`src/rtl/instr_encoder_fifo.sv`:
```
// -----------------------------------------------------------------------------
// instr_encoder_fifo
//
// Purpose:
//   Turns field-level instruction requests (class, funct3, register indices,
//   raw byte-valued immediate) into RV32I machine words and queues them in a
//   DEPTH-entry FIFO. Illegal requests are consumed, dropped, and flagged with
//   a one-cycle err pulse.
//
// Handshakes (both sides use the same valid/ready rule):
//   A transfer happens on a rising clk edge exactly when valid and ready are
//   both 1 in the cycle before that edge. Valid never depends on ready.
//   in_ready depends only on occupancy (never on out_ready), and out_valid
//   depends only on occupancy (never on in_valid), so no combinational path
//   runs from either input handshake to the other side.
//
// Ports:
//   clk        rising-edge clock
//   rst        synchronous, active-high reset
//   in_valid   request valid
//   in_ready   request accepted when in_valid & in_ready  (count < DEPTH)
//   in_type    1=R 2=LOAD 3=I_IMM 4=LUI 5=AUIPC 6=JAL 7=JALR 8=BRANCH 9=STORE
//   in_funct3  funct3 field
//   in_alt     selects funct7 = 0100000 when 1, 0000000 when 0
//   in_rd      destination register
//   in_rs1     source register 1
//   in_rs2     source register 2
//   in_imm     immediate as a plain byte value (not pre-shifted)
//   out_valid  FIFO head holds a word
//   out_ready  head is popped when out_valid & out_ready
//   out_instr  encoded word at the head, 0 while out_valid is 0
//   count      current occupancy, 0..DEPTH
//   err        one-cycle pulse after an accepted illegal request
// -----------------------------------------------------------------------------
module instr_encoder_fifo #(
  parameter int DEPTH = 8
) (
  input  logic                     clk,
  input  logic                     rst,
  input  logic                     in_valid,
  output logic                     in_ready,
  input  logic [3:0]               in_type,
  input  logic [2:0]               in_funct3,
  input  logic                     in_alt,
  input  logic [4:0]               in_rd,
  input  logic [4:0]               in_rs1,
  input  logic [4:0]               in_rs2,
  input  logic [31:0]              in_imm,
  output logic                     out_valid,
  input  logic                     out_ready,
  output logic [31:0]              out_instr,
  output logic [$clog2(DEPTH):0]   count,
  output logic                     err
);

  localparam int AW = $clog2(DEPTH);
  localparam int CW = AW + 1;

  localparam logic [CW-1:0] DEPTH_C  = CW'(DEPTH);
  localparam logic [CW-1:0] CNT_ONE  = CW'(1);
  localparam logic [AW-1:0] PTR_ONE  = AW'(1);

  // Instruction classes as presented on in_type
  localparam logic [3:0] T_R      = 4'd1;
  localparam logic [3:0] T_LOAD   = 4'd2;
  localparam logic [3:0] T_I_IMM  = 4'd3;
  localparam logic [3:0] T_LUI    = 4'd4;
  localparam logic [3:0] T_AUIPC  = 4'd5;
  localparam logic [3:0] T_JAL    = 4'd6;
  localparam logic [3:0] T_JALR   = 4'd7;
  localparam logic [3:0] T_BRANCH = 4'd8;
  localparam logic [3:0] T_STORE  = 4'd9;

  // RV32I major opcodes
  localparam logic [6:0] OP_R      = 7'b0110011;
  localparam logic [6:0] OP_LOAD   = 7'b0000011;
  localparam logic [6:0] OP_I_IMM  = 7'b0010011;
  localparam logic [6:0] OP_LUI    = 7'b0110111;
  localparam logic [6:0] OP_AUIPC  = 7'b0010111;
  localparam logic [6:0] OP_JAL    = 7'b1101111;
  localparam logic [6:0] OP_JALR   = 7'b1100111;
  localparam logic [6:0] OP_BRANCH = 7'b1100011;
  localparam logic [6:0] OP_STORE  = 7'b0100011;

  localparam logic [6:0] F7_ALT  = 7'b0100000;
  localparam logic [6:0] F7_BASE = 7'b0000000;

  // ---------------------------------------------------------------------------
  // FIFO state
  // ---------------------------------------------------------------------------
  logic [31:0]   mem [DEPTH];
  logic [AW-1:0] wr_ptr;
  logic [AW-1:0] rd_ptr;
  logic [CW-1:0] cnt;
  logic          err_q;

  // ---------------------------------------------------------------------------
  // Encoder
  // ---------------------------------------------------------------------------
  logic [6:0]  f7;
  logic [31:0] enc_word;

  assign f7 = in_alt ? F7_ALT : F7_BASE;

  always_comb begin
    enc_word = 32'h0000_0000;
    case (in_type)
      T_R:      enc_word = {f7, in_rs2, in_rs1, in_funct3, in_rd, OP_R};
      T_LOAD:   enc_word = {in_imm[11:0], in_rs1, in_funct3, in_rd, OP_LOAD};
      T_I_IMM: begin
        // SLLI/SRLI/SRAI carry a 5-bit shift amount and a funct7 field
        // where the other I-type ops carry a 12-bit immediate.
        if (in_funct3 == 3'b001 || in_funct3 == 3'b101) begin
          enc_word = {f7, in_imm[4:0], in_rs1, in_funct3, in_rd, OP_I_IMM};
        end else begin
          enc_word = {in_imm[11:0], in_rs1, in_funct3, in_rd, OP_I_IMM};
        end
      end
      T_LUI:    enc_word = {in_imm[31:12], in_rd, OP_LUI};
      T_AUIPC:  enc_word = {in_imm[31:12], in_rd, OP_AUIPC};
      T_JAL:    enc_word = {in_imm[20], in_imm[10:1], in_imm[11],
                            in_imm[19:12], in_rd, OP_JAL};
      // JALR has a fixed funct3 of 000; the request's funct3 is not used.
      T_JALR:   enc_word = {in_imm[11:0], in_rs1, 3'b000, in_rd, OP_JALR};
      T_BRANCH: enc_word = {in_imm[12], in_imm[10:5], in_rs2, in_rs1,
                            in_funct3, in_imm[4:1], in_imm[11], OP_BRANCH};
      T_STORE:  enc_word = {in_imm[11:5], in_rs2, in_rs1, in_funct3,
                            in_imm[4:0], OP_STORE};
      default:  enc_word = 32'h0000_0000;
    endcase
  end

  // ---------------------------------------------------------------------------
  // Legality check
  // ---------------------------------------------------------------------------
  logic enc_illegal;

  always_comb begin
    enc_illegal = 1'b0;
    case (in_type)
      T_R: begin
        // Only ADD/SUB (000) and SRL/SRA (101) have an alternate funct7.
        if (in_alt && !(in_funct3 == 3'b000 || in_funct3 == 3'b101)) begin
          enc_illegal = 1'b1;
        end
      end
      T_LOAD: begin
        if (in_funct3 == 3'b011 || in_funct3 == 3'b110 || in_funct3 == 3'b111) begin
          enc_illegal = 1'b1;
        end
      end
      T_I_IMM, T_LUI, T_AUIPC, T_JALR: enc_illegal = 1'b0;
      T_JAL: begin
        // Jump targets are halfword aligned; bit 0 cannot be encoded.
        if (in_imm[0]) begin
          enc_illegal = 1'b1;
        end
      end
      T_BRANCH: begin
        if (in_funct3 == 3'b010 || in_funct3 == 3'b011 || in_imm[0]) begin
          enc_illegal = 1'b1;
        end
      end
      T_STORE: begin
        if (in_funct3 > 3'b010) begin
          enc_illegal = 1'b1;
        end
      end
      default: enc_illegal = 1'b1;
    endcase
  end

  // ---------------------------------------------------------------------------
  // Handshake decode
  // ---------------------------------------------------------------------------
  logic accept;
  logic push;
  logic pop;

  // Full FIFO refuses requests even if the head is popped in the same cycle.
  assign in_ready  = (cnt < DEPTH_C);
  assign out_valid = (cnt != '0);

  assign accept = in_valid && in_ready;
  assign push   = accept && !enc_illegal;
  assign pop    = out_valid && out_ready;

  // ---------------------------------------------------------------------------
  // Storage: data is not reset; validity comes from cnt alone.
  // ---------------------------------------------------------------------------
  always_ff @(posedge clk) begin
    if (!rst && push) begin
      mem[wr_ptr] <= enc_word;
    end
  end

  // ---------------------------------------------------------------------------
  // Pointers, occupancy, error pulse
  // ---------------------------------------------------------------------------
  always_ff @(posedge clk) begin
    if (rst) begin
      wr_ptr <= '0;
      rd_ptr <= '0;
      cnt    <= '0;
      err_q  <= 1'b0;
    end else begin
      // DEPTH is a power of two, so the pointers wrap naturally.
      if (push) begin
        wr_ptr <= wr_ptr + PTR_ONE;
      end
      if (pop) begin
        rd_ptr <= rd_ptr + PTR_ONE;
      end
      case ({push, pop})
        2'b10:   cnt <= cnt + CNT_ONE;
        2'b01:   cnt <= cnt - CNT_ONE;
        default: cnt <= cnt;
      endcase
      err_q <= accept && enc_illegal;
    end
  end

  assign out_instr = out_valid ? mem[rd_ptr] : 32'h0000_0000;
  assign count     = cnt;
  assign err       = err_q;

endmodule

```
`config.mk`:
```
export PLATFORM = sky130hd
export DESIGN_NAME = instr_encoder_fifo
export DESIGN_NICKNAME = d
export VERILOG_FILES = /design/src/rtl/instr_encoder_fifo.sv
export SDC_FILE = /design/constraint.sdc
export NUM_CORES = 1
export LEC_CHECK = 0
export ABC_CLOCK_PERIOD_IN_PS = 6200
export CAP_MARGIN = 20
export CORE_MARGIN = 3
export CORE_UTILIZATION = 52
export DETAILED_ROUTE_END_ITERATION = 10
export MAX_ROUTING_LAYER = met4
export PLACE_DENSITY = 0.87
export SETUP_SLACK_MARGIN = 0.1
export SLEW_MARGIN = 15
export SYNTH_ARGS = -nofsm -noshare
export SYNTH_HDL_FRONTEND = slang
export SYNTH_SLANG_ARGS = --single-unit
```
`constraint.sdc`:
```
create_clock -name clk -period 6.2 [get_ports clk]
set_input_delay 1.55 -clock clk [delete_from_list [all_inputs] [get_ports clk]]
set_output_delay 1.55 -clock clk [all_outputs]
set_load 0.05 [all_outputs]
```
# After elaboration in Yosys (flattened, before gate mapping)
# Memories as Yosys holds them, arrays and structs flattened. A register that Yosys moved wholly into a read port is not among the register bits.
# Cells that the tools add are included.
# op_classes
magnitude_cmp,2
n_mux,15
n_eq_ne,17
reduce_logical,19
n_addsub,4
# ops
operator,n
$pmux W32 S9,1
$mux W32,2
$eq A4 B3 Y1 const B,4
$eq A3 B3 Y1 const B,3
$eq A4 B2 Y1 const B,2
$eq A4 B4 Y1 const B,2
$pmux W4 S2,1
$mux W1,7
$add A3 B1 Y3 const B,2
$eq A3 B2 Y1 const B,2
$logic_and A1 B1 Y1,6
$logic_or A1 B1 Y1,6
$mux W3,2
$mux W6,1
$pmux W1 S6,1
$add A4 B1 Y4 const B,1
$eq A4 B1 Y1 const B,1
$lt A4 B4 Y1 const B,1
$reduce_bool A4 Y1,1
$reduce_or A4 Y1,1
$sub A4 B1 Y4 const B,1
$eq A3 B1 Y1 const B,1
$gt A3 B2 Y1 const B,1
$logic_not A1 Y1,3
4 further kinds,4
# totals
inputBits,59
regBits,11
word_cells,62
memories,1
ram_bits,256
# mem_list
name,words,word_bits,rd,rd_clocked_by_memory_dff,wr,line,text
mem,8,32,1,1,1,91,logic [31:0] mem [DEPTH];

# Longest topological paths before layout
# Gate-level depths: netlist of the first run.
# depth
depth_word,11
ltp_mapped,13
depth_no_buf,12

# Least setup slack after synthesis of the first run
# No wires, ideal clock.
# synth_timing
path_type,input-to-reg
start,input in_type[0]
end,"memory mem[3][10], enable pin"
path_buffers,2
setup_ps,497
stages,6
arrival_time_ps,5485
required_ps,5703
path_slack_ps,218
cell_sequence,buf_6 -> o311ai_2 -> o21ai_1 -> or2_1 -> buf_6 -> nor4_1
# synth_between
elab_chain_len,8
word_cells_on_any_way,16
# synth_lines
item,line,text
"start, declared",42,"input logic [3:0] in_type,"
$eq A4 B2 Y1 / $eq A4 B3 Y1 (equally long branches),140,case (in_type)
$reduce_or A4 Y1,140,
$pmux W1 S6 (*),140,
$logic_not A1 Y1 (*),185,assign push = accept && !enc_illegal;
$logic_and A1 B1 Y1 (*),185,
$logic_and A1 B1 Y1 (*),192,if (!rst && push) begin
$mux W1 (*),192,
$mux W1 (not written as such) (*),193,mem[wr_ptr] <= enc_word;
"end, declared",91,
# Mark *: on every way between the ends. The rest lies on a longest branch, timed or not.

==> out/qor.yml, run 1 <==
run_status:
  status: "finished, final reports clean"
timing:
  fmax_mhz: 207.6
  fin_setup_tns_ns: 0
  finalCriticalPeriod_ns: 4.816
  period_share_pct: 77.68
  finalMaxSlewViolations: 0
  setup_viol: 0
  rsz0062_at_grt: "no"
  hold_viol: 0
  slew_headroom_pct: 32.99
  setup_ws_ns: 1.384
  hold_slack_ns: 0.5569
  tightest_slew_ns: 0.9977
  finClkSkew_ns: 0.01278
place:
  dp_cells: 942
  dp_worst_setup_slack_ns: 1.257
  portBuffers: 97
  gp_congestion: 0.8337
  dp_hpwl_mm: 14.33
worst_setup_path:
  reg2regPathDepth: 11
  path_max_fanout: 37
  cp_num_cells: 5
  worst_path_largest_cell_delay_ns: 0.77
  critical_path_class: "reg -> out"
  worstPathRequired_ns: 4.65
  endpoint_kind: "primary output"
  cp_num_buf_inv: 2
  crit_family: "buffers and inverters"
  slowest_stage: "clkdlybuf4s50_1"
  arrival_ns: 3.27
  start_kind: "register"
  crit_chain: "buf_12 -> mux4_2 -> mux2i_1 -> nor2_1 -> clkdlybuf4s50_1"
yosys:
  synth_fp_nets: 661
  synth_area_leaders: "edfxtp_1 69%, mux4_2 13%, mux2i_1 3.1%, dfxtp_1 2.6%, nor2_1 1.9%"
  syn_inst: 596
  ys_ff_latch: 262
  ys_types: 47
  synth-edff-count: 248
  synthFlopType: "edfxtp_1"
  yosysWarnings: 0
  avgSynthCellArea_sq_um: 18.10
  synth_area_sq_mm: 0.01079
  yosys.area.top_type_share_pct: 69.02
  synthArstFlopShare_pct: 0
  synth_top_area_cell: "edfxtp_1"
  seq_area_frac_synth_pct: 71.62
floorplanning:
  row_count: 52
  initial_core_util_pct: 53.15
  die-width_um: 150.0
  ios: 98
  design.core.area_sq_mm: 0.02030
  die_h_um: 150.0
  dieArea_sq_mm: 0.02251
flow_run:
  drv_cap: 0
cells_and_area:
  layout_commonest_cell: "edfxtp_1"
  final_nets: 766
  final_layout_size_suffix_gt1_share_pct: 17.66
  fin_util_pct: 63.51
  layout_common_cells: "248 x edfxtp_1, 97 x clkdlybuf4s50_1, 62 x mux4_2, 54 x nor2_1, 33 x mux2i_1"
  final_cells: 990
  fillerInstances: 1377
  area_growth_pct: 19.49
routing:
  wl_met3_mm: 2.223
  drt_pre_antenna_iters: 5
  ant_nets: 0
  wl_met1_mm: 9.246
  routed_wl_mm: 24.25
  drt_iter0_drc: 550
  maxUsedRoutingLayer: "met4"
  route.detailed.drc: 0
  routed_via_density: 6.076
  vias: 6015
  dr_wl_met2_mm: 12.06
  wl_per_cell_um: 24.50
clock_tree:
  cts_hold_buf: 0
  h-tree-depth: 1
  cts_root_buf: "clkbuf_16"
  clk_latency_ns: 0.51
  cts_setup_buffers: 0
  postCtsResizedCells: 0
  clockBufferDepth: 3
  clk_pin_slew_ns: 0.06
  cts_tree: "built"
  cts.sinks: 262
  cts_buffers: 24
grt:
  grt_max_degree: 63
  grt_pass1_vias: 6387
  grt.total_usage_pct: 22.49
  grt_pass1_wl_mm: 36.79
  grt_antenna_before_repair: 1
  grt.overflow.total: 0
pwr:
  p_leak_uw: 0.004054
  vdd_drop_max_v: 0.0001819
  power_density_mw_per_mm2: 385.5
min_path:
  worstHoldPathCells: 2
  hold_path.class: "reg -> reg"
## synthesized netlist by cell type, types with 5 or more instances
library cell  count
nor2_1           54
mux2i_1          33
nand2b_1          8
nand2_1          25
mux4_2           62
clkbuf_1         17
a22oi_1          11
edfxtp_1        248
a21oi_1           9
dfxtp_1          14
buf_2             9
ha_1              5
nor4_1            6
a22o_1           10
nand3_1           8
o21ai_0          16
nor2b_1           6
inv_1            10
## path summary, 6_finish.rpt
check	slack, ns	endpoint	start
max	1.38	out_instr[31]	register
min	0.56	wr_ptr[2]$_SDFFE_PP0P_	wr_ptr[2]$_SDFFE_PP0P_
max reg2reg	2.67	count[3]$_SDFFE_PP0P_	count[3]$_SDFFE_PP0P_
min reg2reg	0.56	wr_ptr[2]$_SDFFE_PP0P_	wr_ptr[2]$_SDFFE_PP0P_
## per-layer routing
metal / vias to the layer above / track usage (%)
met5: - / -
met4: 0 / 7.319
met3: 55 / 4.512
met2: 317 / 35.35
met1: 3053 / 30.06
li1: 2590 / -
## layout make-up
cell class              instances  area [sq um]  area share, %
flip-flops and latches        262          7736          60.01
multi-input cells             290          2927          22.70
repair buffers                111          1086          8.424
clock buffers                  32         651.9          5.056
well taps                     270         337.8          2.620
clock inverters                12         106.4         0.8249
inverters                      12         45.04         0.3494
diodes                          1         2.502        0.01941
## metrics by stage
stage,power (uW),area [sq um]
final,4970,12890
after detailed placement,3592,12110
after floorplan,3102,10790
after CTS,5004,12870
after global routing,5153,12890
after global placement,3559,12110
## worst min-delay path: cells and delay by family (launching register included)
| family | cells | cell delay, ns |
|---|---|---|
| flip-flops | 1 | 0.35 |
| AO/OA/AOI/OAI | 2 | 0.15 |
## state kept, by name, summed over array words and instances, names as in the netlist, named ones only
register and cells:
err 1, count 4, mem 248, rd_ptr 3
wr_ptr 3
## report_power, final
part / switching [uW] / internal (uW)
sequential: 77.6 / 1980
combinational: 936 / 563
clock: 591 / 822
## logic make-up (layout without fill, tap and decap cells)
logic type	after synthesis	after routing	synth area share, %
DFF	262	262	71.62
and+or+nand+nor	121	121	5.323
muxes	96	96	16.11
AOI/OAI and AO/OA	61	61	3.885
buffers and inverters	44	167	1.809
adders and majority gates	6	6	0.7654
xor gates and xnor gates	6	6	0.4871
other	0	1	0
Note: power is estimated with default switching activity, not from simulation.
==> run 2, diff against run 1 <==
Settings changed: ABC_CLOCK_PERIOD_IN_PS 6200 to 4000.
Clock period 6.2 ns to 4 ns, I/O delays scaled along.
==> run 2 against run 1 <==
  * Register-to-register slack lost 1.6 ns
  * Flip-flop and latch count is the same
  * Highest routed layer unchanged
  * Power grew 60%
  * Clock skew grew 0.0042 ns
  * Utilization grew 2.4 points
  * Setup slack lost 1.1 ns
  * Cell area grew 3.8%
==> out/qor.yml, run 2 (same netlist as run 1, synthesis figures left out) <==
clock_tree:
  cts_hold_buf: 0  # unchanged
  cts.sinks: 262  # unchanged
  h-tree-depth: 1  # unchanged
  cts_setup_buffers: 0  # unchanged
  clk_latency_ns: 0.52  # about the same
  clk_pin_slew_ns: 0.06  # about the same
  clockBufferDepth: 3  # unchanged
  cts_buffers: 25  # +4.2%
  cts_tree: "built"
  cts_root_buf: "clkbuf_16"
cells_and_area:
  fillerInstances: 1352  # -1.8%
  final_layout_size_suffix_gt1_share_pct: 20.54  # +2.9 points
  n_antenna_cell: 0  # -1
  largest_reg_flops: 248  # unchanged
  fin_util_pct: 65.93  # +2.4 points
  layout_commonest_cell: "edfxtp_1"
  area_growth_pct: 24.04
  final_nets: 787  # +2.7%
  regArea_sq_mm: 0.007736  # unchanged
  max_flop_register: "mem"
  layout_common_cells: "248 x edfxtp_1, 72 x clkdlybuf4s50_1, 62 x mux4_2, 54 x nor2_1, 33 x mux2i_1"
  multi_input_area_sq_mm: 0.002985  # +2.0%
routing:
  routed_via_density: 5.960  # -1.9%
  wl_per_cell_um: 24.36  # -0.55%
  ant_nets: 0  # unchanged
  routed_wl_mm: 24.61  # +1.5%
  drt_iter0_drc: 464  # -16%
  route.detailed.drc: 0  # unchanged
  vias: 6020  # +0.083%
  drt_pre_antenna_iters: 5  # unchanged
timing:
  hold_viol: 0  # unchanged
  tightest_slew_ns: 1.095  # +0.09698 ns
  fmax_mhz: 266.8
  setup_viol: 0  # unchanged
  finalMaxSlewViolations: 0  # unchanged
  finClkSkew_ns: 0.01697  # +0.004192 ns
  finalCriticalPeriod_ns: 3.748
  slew_headroom_pct: 26.25  # -6.7 points
  period_share_pct: 93.70
  fin_setup_tns_ns: 0  # unchanged
  rsz0062_at_grt: "no"
pwr:
  vdd_drop_max_v: 0.0003631  # +100%
  power_density_mw_per_mm2: 593.0  # +54%
  p_leak_uw: 0.004541  # +12%
min_path:
  worstHoldPathCells: 2  # unchanged
  hold_start: "rd_ptr[1]$_SDFFE_PP0P_"
  hold_path.class: "reg -> reg"
worst_setup_path:
  endpoint_kind: "primary output"
  critical_path_class: "reg -> out"
  cp_num_buf_inv: 1  # -1
  slowest_stage: "clkdlybuf4s50_1"
  crit_family: "multiplexers"
  start_kind: "register"
  cp_num_cells: 4  # -1
  crit_chain: "mux4_2 -> mux2i_1 -> nor2_1 -> clkdlybuf4s50_1"
  r2r_end: "count[3]$_SDFFE_PP0P_"
  reg2regPathDepth: 11  # unchanged
  worst_path_largest_cell_delay_ns: 0.72  # -0.05 ns
  arrival_ns: 2.75  # -0.52 ns
  worstPathRequired_ns: 3.00  # -1.65 ns
  r2r_start: "count[3]$_SDFFE_PP0P_"
  path_max_fanout: 16  # -57%
  ff2ff_setup_slack_ns: 1.05  # -1.62 ns
grt:
  grt.total_usage_pct: 23.02  # +0.53 points
  grt_pass1_vias: 6316  # -1.1%
  grt_antenna_before_repair: 0  # -1
  grt.overflow.total: 0  # unchanged
  grt_pass1_wl_mm: 37.54  # +2.0%
  grt_max_degree: 33  # -48%
floorplanning:
  row_count: 52  # unchanged
  dieArea_sq_mm: 0.02251  # unchanged
  design.core.area_sq_mm: 0.02030  # unchanged
  die_h_um: 150.0  # unchanged
  ios: 98  # unchanged
  initial_core_util_pct: 53.15  # unchanged
  die-width_um: 150.0  # unchanged
place:
  dp_hpwl_mm: 14.82  # +3.4%
  portBuffers: 97  # unchanged
  gp_congestion: 0.8683  # +4.2%
flow_run:
  drv_cap: 0  # unchanged
run_status:
  status: "finished, final reports clean"
==> run 2: repair_timing <==
action,4_1_cts,5_1_grt
setup endpoints to repair,17,14
hold endpoints to repair,0,0
resized for setup,12,14
==> run 2: how the worst max path moves through the flow <==
| stage | end | start | slack [ns] |
|---|---|---|---|
| global placement | count[3]$_SDFFE_PP0P_ | in_funct3[1] | 0.20 |
| detailed placement | count[3]$_SDFFE_PP0P_ | in_funct3[2] | 0.1 |
| CTS | out_instr[24] | register | 0.11 |
| finish | out_instr[20] | register | 0.25 |
| global route | out_instr[5] | register | 0.17 |
| floorplan | mem[3][10]$_DFFE_PP_ | in_type[0] | -0.15 |
==> run 2: tightest hold or removal path, delay by kind of cell (launching register included) <==
| family | cells | cell delay (ns) |
|---|---|---|
| flip-flops | 1 | 0.32 |
| multiplexers | 1 | 0.13 |
| AND/OR/NAND/NOR | 1 | 0.06 |
==> run 2: layer usage <==
layer / up-vias / wire length, um / GRT usage (%)
li1: 2638 / - / -
met1: 3051 / 9539 / 30.72
met2: 279 / 12670 / 37.55
met3: 52 / 1765 / 3.604
met4: 0 / 628 / 6.359
met5: - / 0 / -
==> run 2: final cells by class <==
type | count | share of cell area, %
Sequential cell | 262 | 57.81
Multi-Input combinational cell | 290 | 22.31
Timing Repair Buffer | 131 | 10.70
Clock buffer | 29 | 4.787
Tap cell | 270 | 2.524
Clock inverter | 16 | 1.533
Inverter | 12 | 0.3366
==> run 2: power breakdown <==
part | switching (uW) | internal [uW]
Combinational | 1480 | 868
Clock | 962 | 1470
Sequential | 90.7 | 3070
Total | 2530 | 5400
==> run 2: through the flow <==
stage	std cells	total power (uW)	hold slack, ns	worst slack, ns	instance area, sq um
floorplan	596	4812	0.4847	-0.1500	10830
global placement	963	5586	0.5038	0.2012	12500
detailed placement	963	5630	0.5320	0.09857	12500
CTS	1008	7997	0.5402	0.1063	13340
global route	1010	8232	0.5811	0.1658	13380
finish	1010	7936	0.5447	0.2522	13380
==> run 3, diff against run 2 <==
Settings changed: ABC_CLOCK_PERIOD_IN_PS 4000 to unset, REMOVE_ABC_BUFFERS set to 1.
==> run 3 against run 2 <==
  * Maximum frequency fell by 0.60%
  * Sequential power barely moved
  * Cell area fell by 1.6%
  * Largest cell class unchanged
  * Largest power group unchanged
  * Critical path depth rose by 1
  * Power fell by 3.3%
  * Utilization fell by 1.1 points
  * Routed wire length barely moved
  * Cell count barely moved
  * Non-clock buffer count fell by 2
==> out/qor.yml, run 3 (same netlist as run 1, synthesis figures left out) <==
grt:
  grt.overflow.total: 0  # unchanged
  grt.total_usage_pct: 22.91  # -0.11 points
  grt_pass1_vias: 6341  # +0.40%
  grt_antenna_before_repair: 1  # +1
  grt_pass1_wl_mm: 37.03  # -1.3%
  grt_max_degree: 47  # +42%
clock_tree:
  cts.sinks: 262  # unchanged
  clk_latency_ns: 0.53  # about the same
  clockBufferDepth: 3  # unchanged
  cts_setup_buffers: 0  # unchanged
  cts_hold_buf: 0  # unchanged
  cts_tree: "built"
  cts_buffers: 25  # unchanged
  cts_root_buf: "clkbuf_16"
  clk_pin_slew_ns: 0.06  # about the same
  h-tree-depth: 1  # unchanged
worst_setup_path:
  crit_chain: "buf_4 -> mux4_2 -> mux2i_1 -> nor2_1 -> clkdlybuf4s50_1"
  crit_family: "buffers and inverters"
  worstPathRequired_ns: 3.00  # about the same
  arrival_ns: 2.77  # +0.02 ns
  start_kind: "register"
  reg2regPathDepth: 10  # -1
  r2r_start: "count[3]$_SDFFE_PP0P_"
  ff2ff_setup_slack_ns: 1.22  # +0.17 ns
  slowest_stage: "clkdlybuf4s50_1"
  worst_path_largest_cell_delay_ns: 0.71  # about the same
  critical_path_class: "reg -> out"
  cp_num_buf_inv: 2  # +1
  path_max_fanout: 30  # +14
  r2r_end: "count[3]$_SDFFE_PP0P_"
  endpoint_kind: "primary output"
cells_and_area:
  max_flop_register: "mem"
  layout_common_cells: "248 x edfxtp_1, 83 x clkdlybuf4s50_1, 62 x mux4_2, 54 x nor2_1, 33 x mux2i_1"
  final_nets: 785  # -0.25%
  layout_commonest_cell: "edfxtp_1"
  largest_reg_flops: 248  # unchanged
  final_layout_size_suffix_gt1_share_pct: 19.92  # -0.62 points
  fin_util_pct: 64.87  # -1.1 points
  area_growth_pct: 22.05
routing:
  drt_pre_antenna_iters: 5  # unchanged
  ant_nets: 0  # unchanged
  route.detailed.drc: 0  # unchanged
  wl_per_cell_um: 24.38  # about the same
  routed_wl_mm: 24.60  # about the same
  vias: 6001  # -0.32%
  drt_iter0_drc: 486  # +4.7%
  routed_via_density: 5.947  # -0.22%
timing:
  rsz0062_at_grt: "no"
  setup_viol: 0  # unchanged
  hold_viol: 0  # unchanged
  tightest_slew_ns: 1.076  # -0.01834 ns
  finalCriticalPeriod_ns: 3.770  # +0.02247 ns
  finClkSkew_ns: 0.01547  # -0.001503 ns
  slew_headroom_pct: 27.49  # +1.2 points
  finalMaxSlewViolations: 0  # unchanged
  fmax_mhz: 265.2  # -0.60%
  period_share_pct: 94.26  # +0.56 points
pwr:
  p_total_uw: 7675  # -3.3%
  internal_power_uw: 5165  # -4.4%
  pwr-share-clk_pct: 28.0  # -2.6 points
  vdd_drop_max_v: 0.0007380  # +100%
  p_leak_uw: 0.004383  # -3.5%
  power_density_mw_per_mm2: 582.9  # -1.7%
  combPwrFrac_pct: 31.2  # +1.6 points
  p_sw_share_pct: 32.71  # +0.81 points
  p_seq_share_pct: 40.8  # +1.0 points
  power_switching_uw: 2511  # -0.83%
place:
  dp_hpwl_mm: 14.94  # +0.83%
  gp_congestion: 0.9102  # +4.8%
  portBuffers: 97  # unchanged
min_path:
  worstHoldPathCells: 2  # unchanged
  hold_start: "rd_ptr[2]$_SDFFE_PP0P_"
  hold_path.class: "reg -> reg"
floorplanning:
  initial_core_util_pct: 53.15  # unchanged
  ios: 98  # unchanged
  die-width_um: 150.0  # unchanged
  row_count: 52  # unchanged
  die_h_um: 150.0  # unchanged
  dieArea_sq_mm: 0.02251  # unchanged
  design.core.area_sq_mm: 0.02030  # unchanged
flow_run:
  drv_cap: 0  # unchanged
run_status:
  status: "finished, final reports clean"
==> run 3: final cells by class <==
| type | count | area (sq um) |
|---|---|---|
| Sequential cell | 262 | 7736 |
| Fill cell | 1375 | 7132 |
| Multi-Input combinational cell | 290 | 2927 |
| Timing Repair Buffer | 129 | 1365 |
| Clock buffer | 35 | 693.2 |
| Tap cell | 270 | 337.8 |
| Clock inverter | 10 | 61.31 |
| Inverter | 12 | 45.04 |
| Antenna cell | 1 | 2.502 |
==> run 3: worst reg2reg max path, delay by kind of cell (launching register included) <==
family                   cells  cell delay [ns]
flip-flops                   1             0.42
AND/OR/NAND/NOR              3             0.93
AO/OA/AOI/OAI                3             0.61
buffers and inverters        1             0.06
XOR/XNOR                     1             0.11
adder cells (fa/ha/maj)      2             0.57
==> run 3: through the flow <==
step | cells | hold WS [ns] | area [sq um] | TNS [ns] | worst slack (ns)
3_5_place_dp | 961 | 0.5327 | 12360 | -0.04113 | -0.04113
5_1_grt | 1009 | 0.5875 | 13170 | 0 | 0.09988
6_report | 1009 | 0.5432 | 13170 | 0 | 0.2297
2_1_floorplan | 564 | 0.4847 | 10640 | -308.58 | -1.515
3_3_place_gp | 961 | 0.5102 | 12360 | 0 | 0.1823
4_1_cts | 1006 | 0.5515 | 13120 | 0 | 0.1004
==> run 3: timing repair <==
| action | 4_1_cts | 5_1_grt |
|---|---|---|
| setup endpoints to repair | 26 | 13 |
| endpoints found under the hold margin | 0 | 0 |
| gates resized for setup | 2 | 13 |
==> run 3: worst max-delay path by stage <==
stage	startpoint	depth (start not counted)	slack, ns	endpoint
global route	register	5	0.1	out_instr[29]
floorplan	register	3	-1.52	out_instr[0]
detailed placement	in_funct3[2]	13	-0.04	count[3]$_SDFFE_PP0P_
finish	register	5	0.23	out_instr[26]
global placement	in_funct3[2]	13	0.18	count[3]$_SDFFE_PP0P_
CTS	register	5	0.10	out_instr[30]
==> run 3: power groups by stage <==
stage          combinational [uW]  sequential (uW)  clock [uW]
2_1_floorplan                1470             3310           0
3_3_place_gp                 2360             3180           0
3_5_place_dp                 2410             3190           0
4_1_cts                      2420             3130        2180
5_1_grt                      2540             3130        2290
6_report                     2390             3130        2150
==> run 3: per-layer routing <==
metal	wire (um)	share of wire (%)	vias to the layer above	global-route usage (%)
met4	556	2.3	0	5.078
li1	-	-	2629	-
met1	9439	38	3050	29.45
met2	12600	51	276	38.61
met5	0	0	-	-
met3	2004	8.1	46	4.300
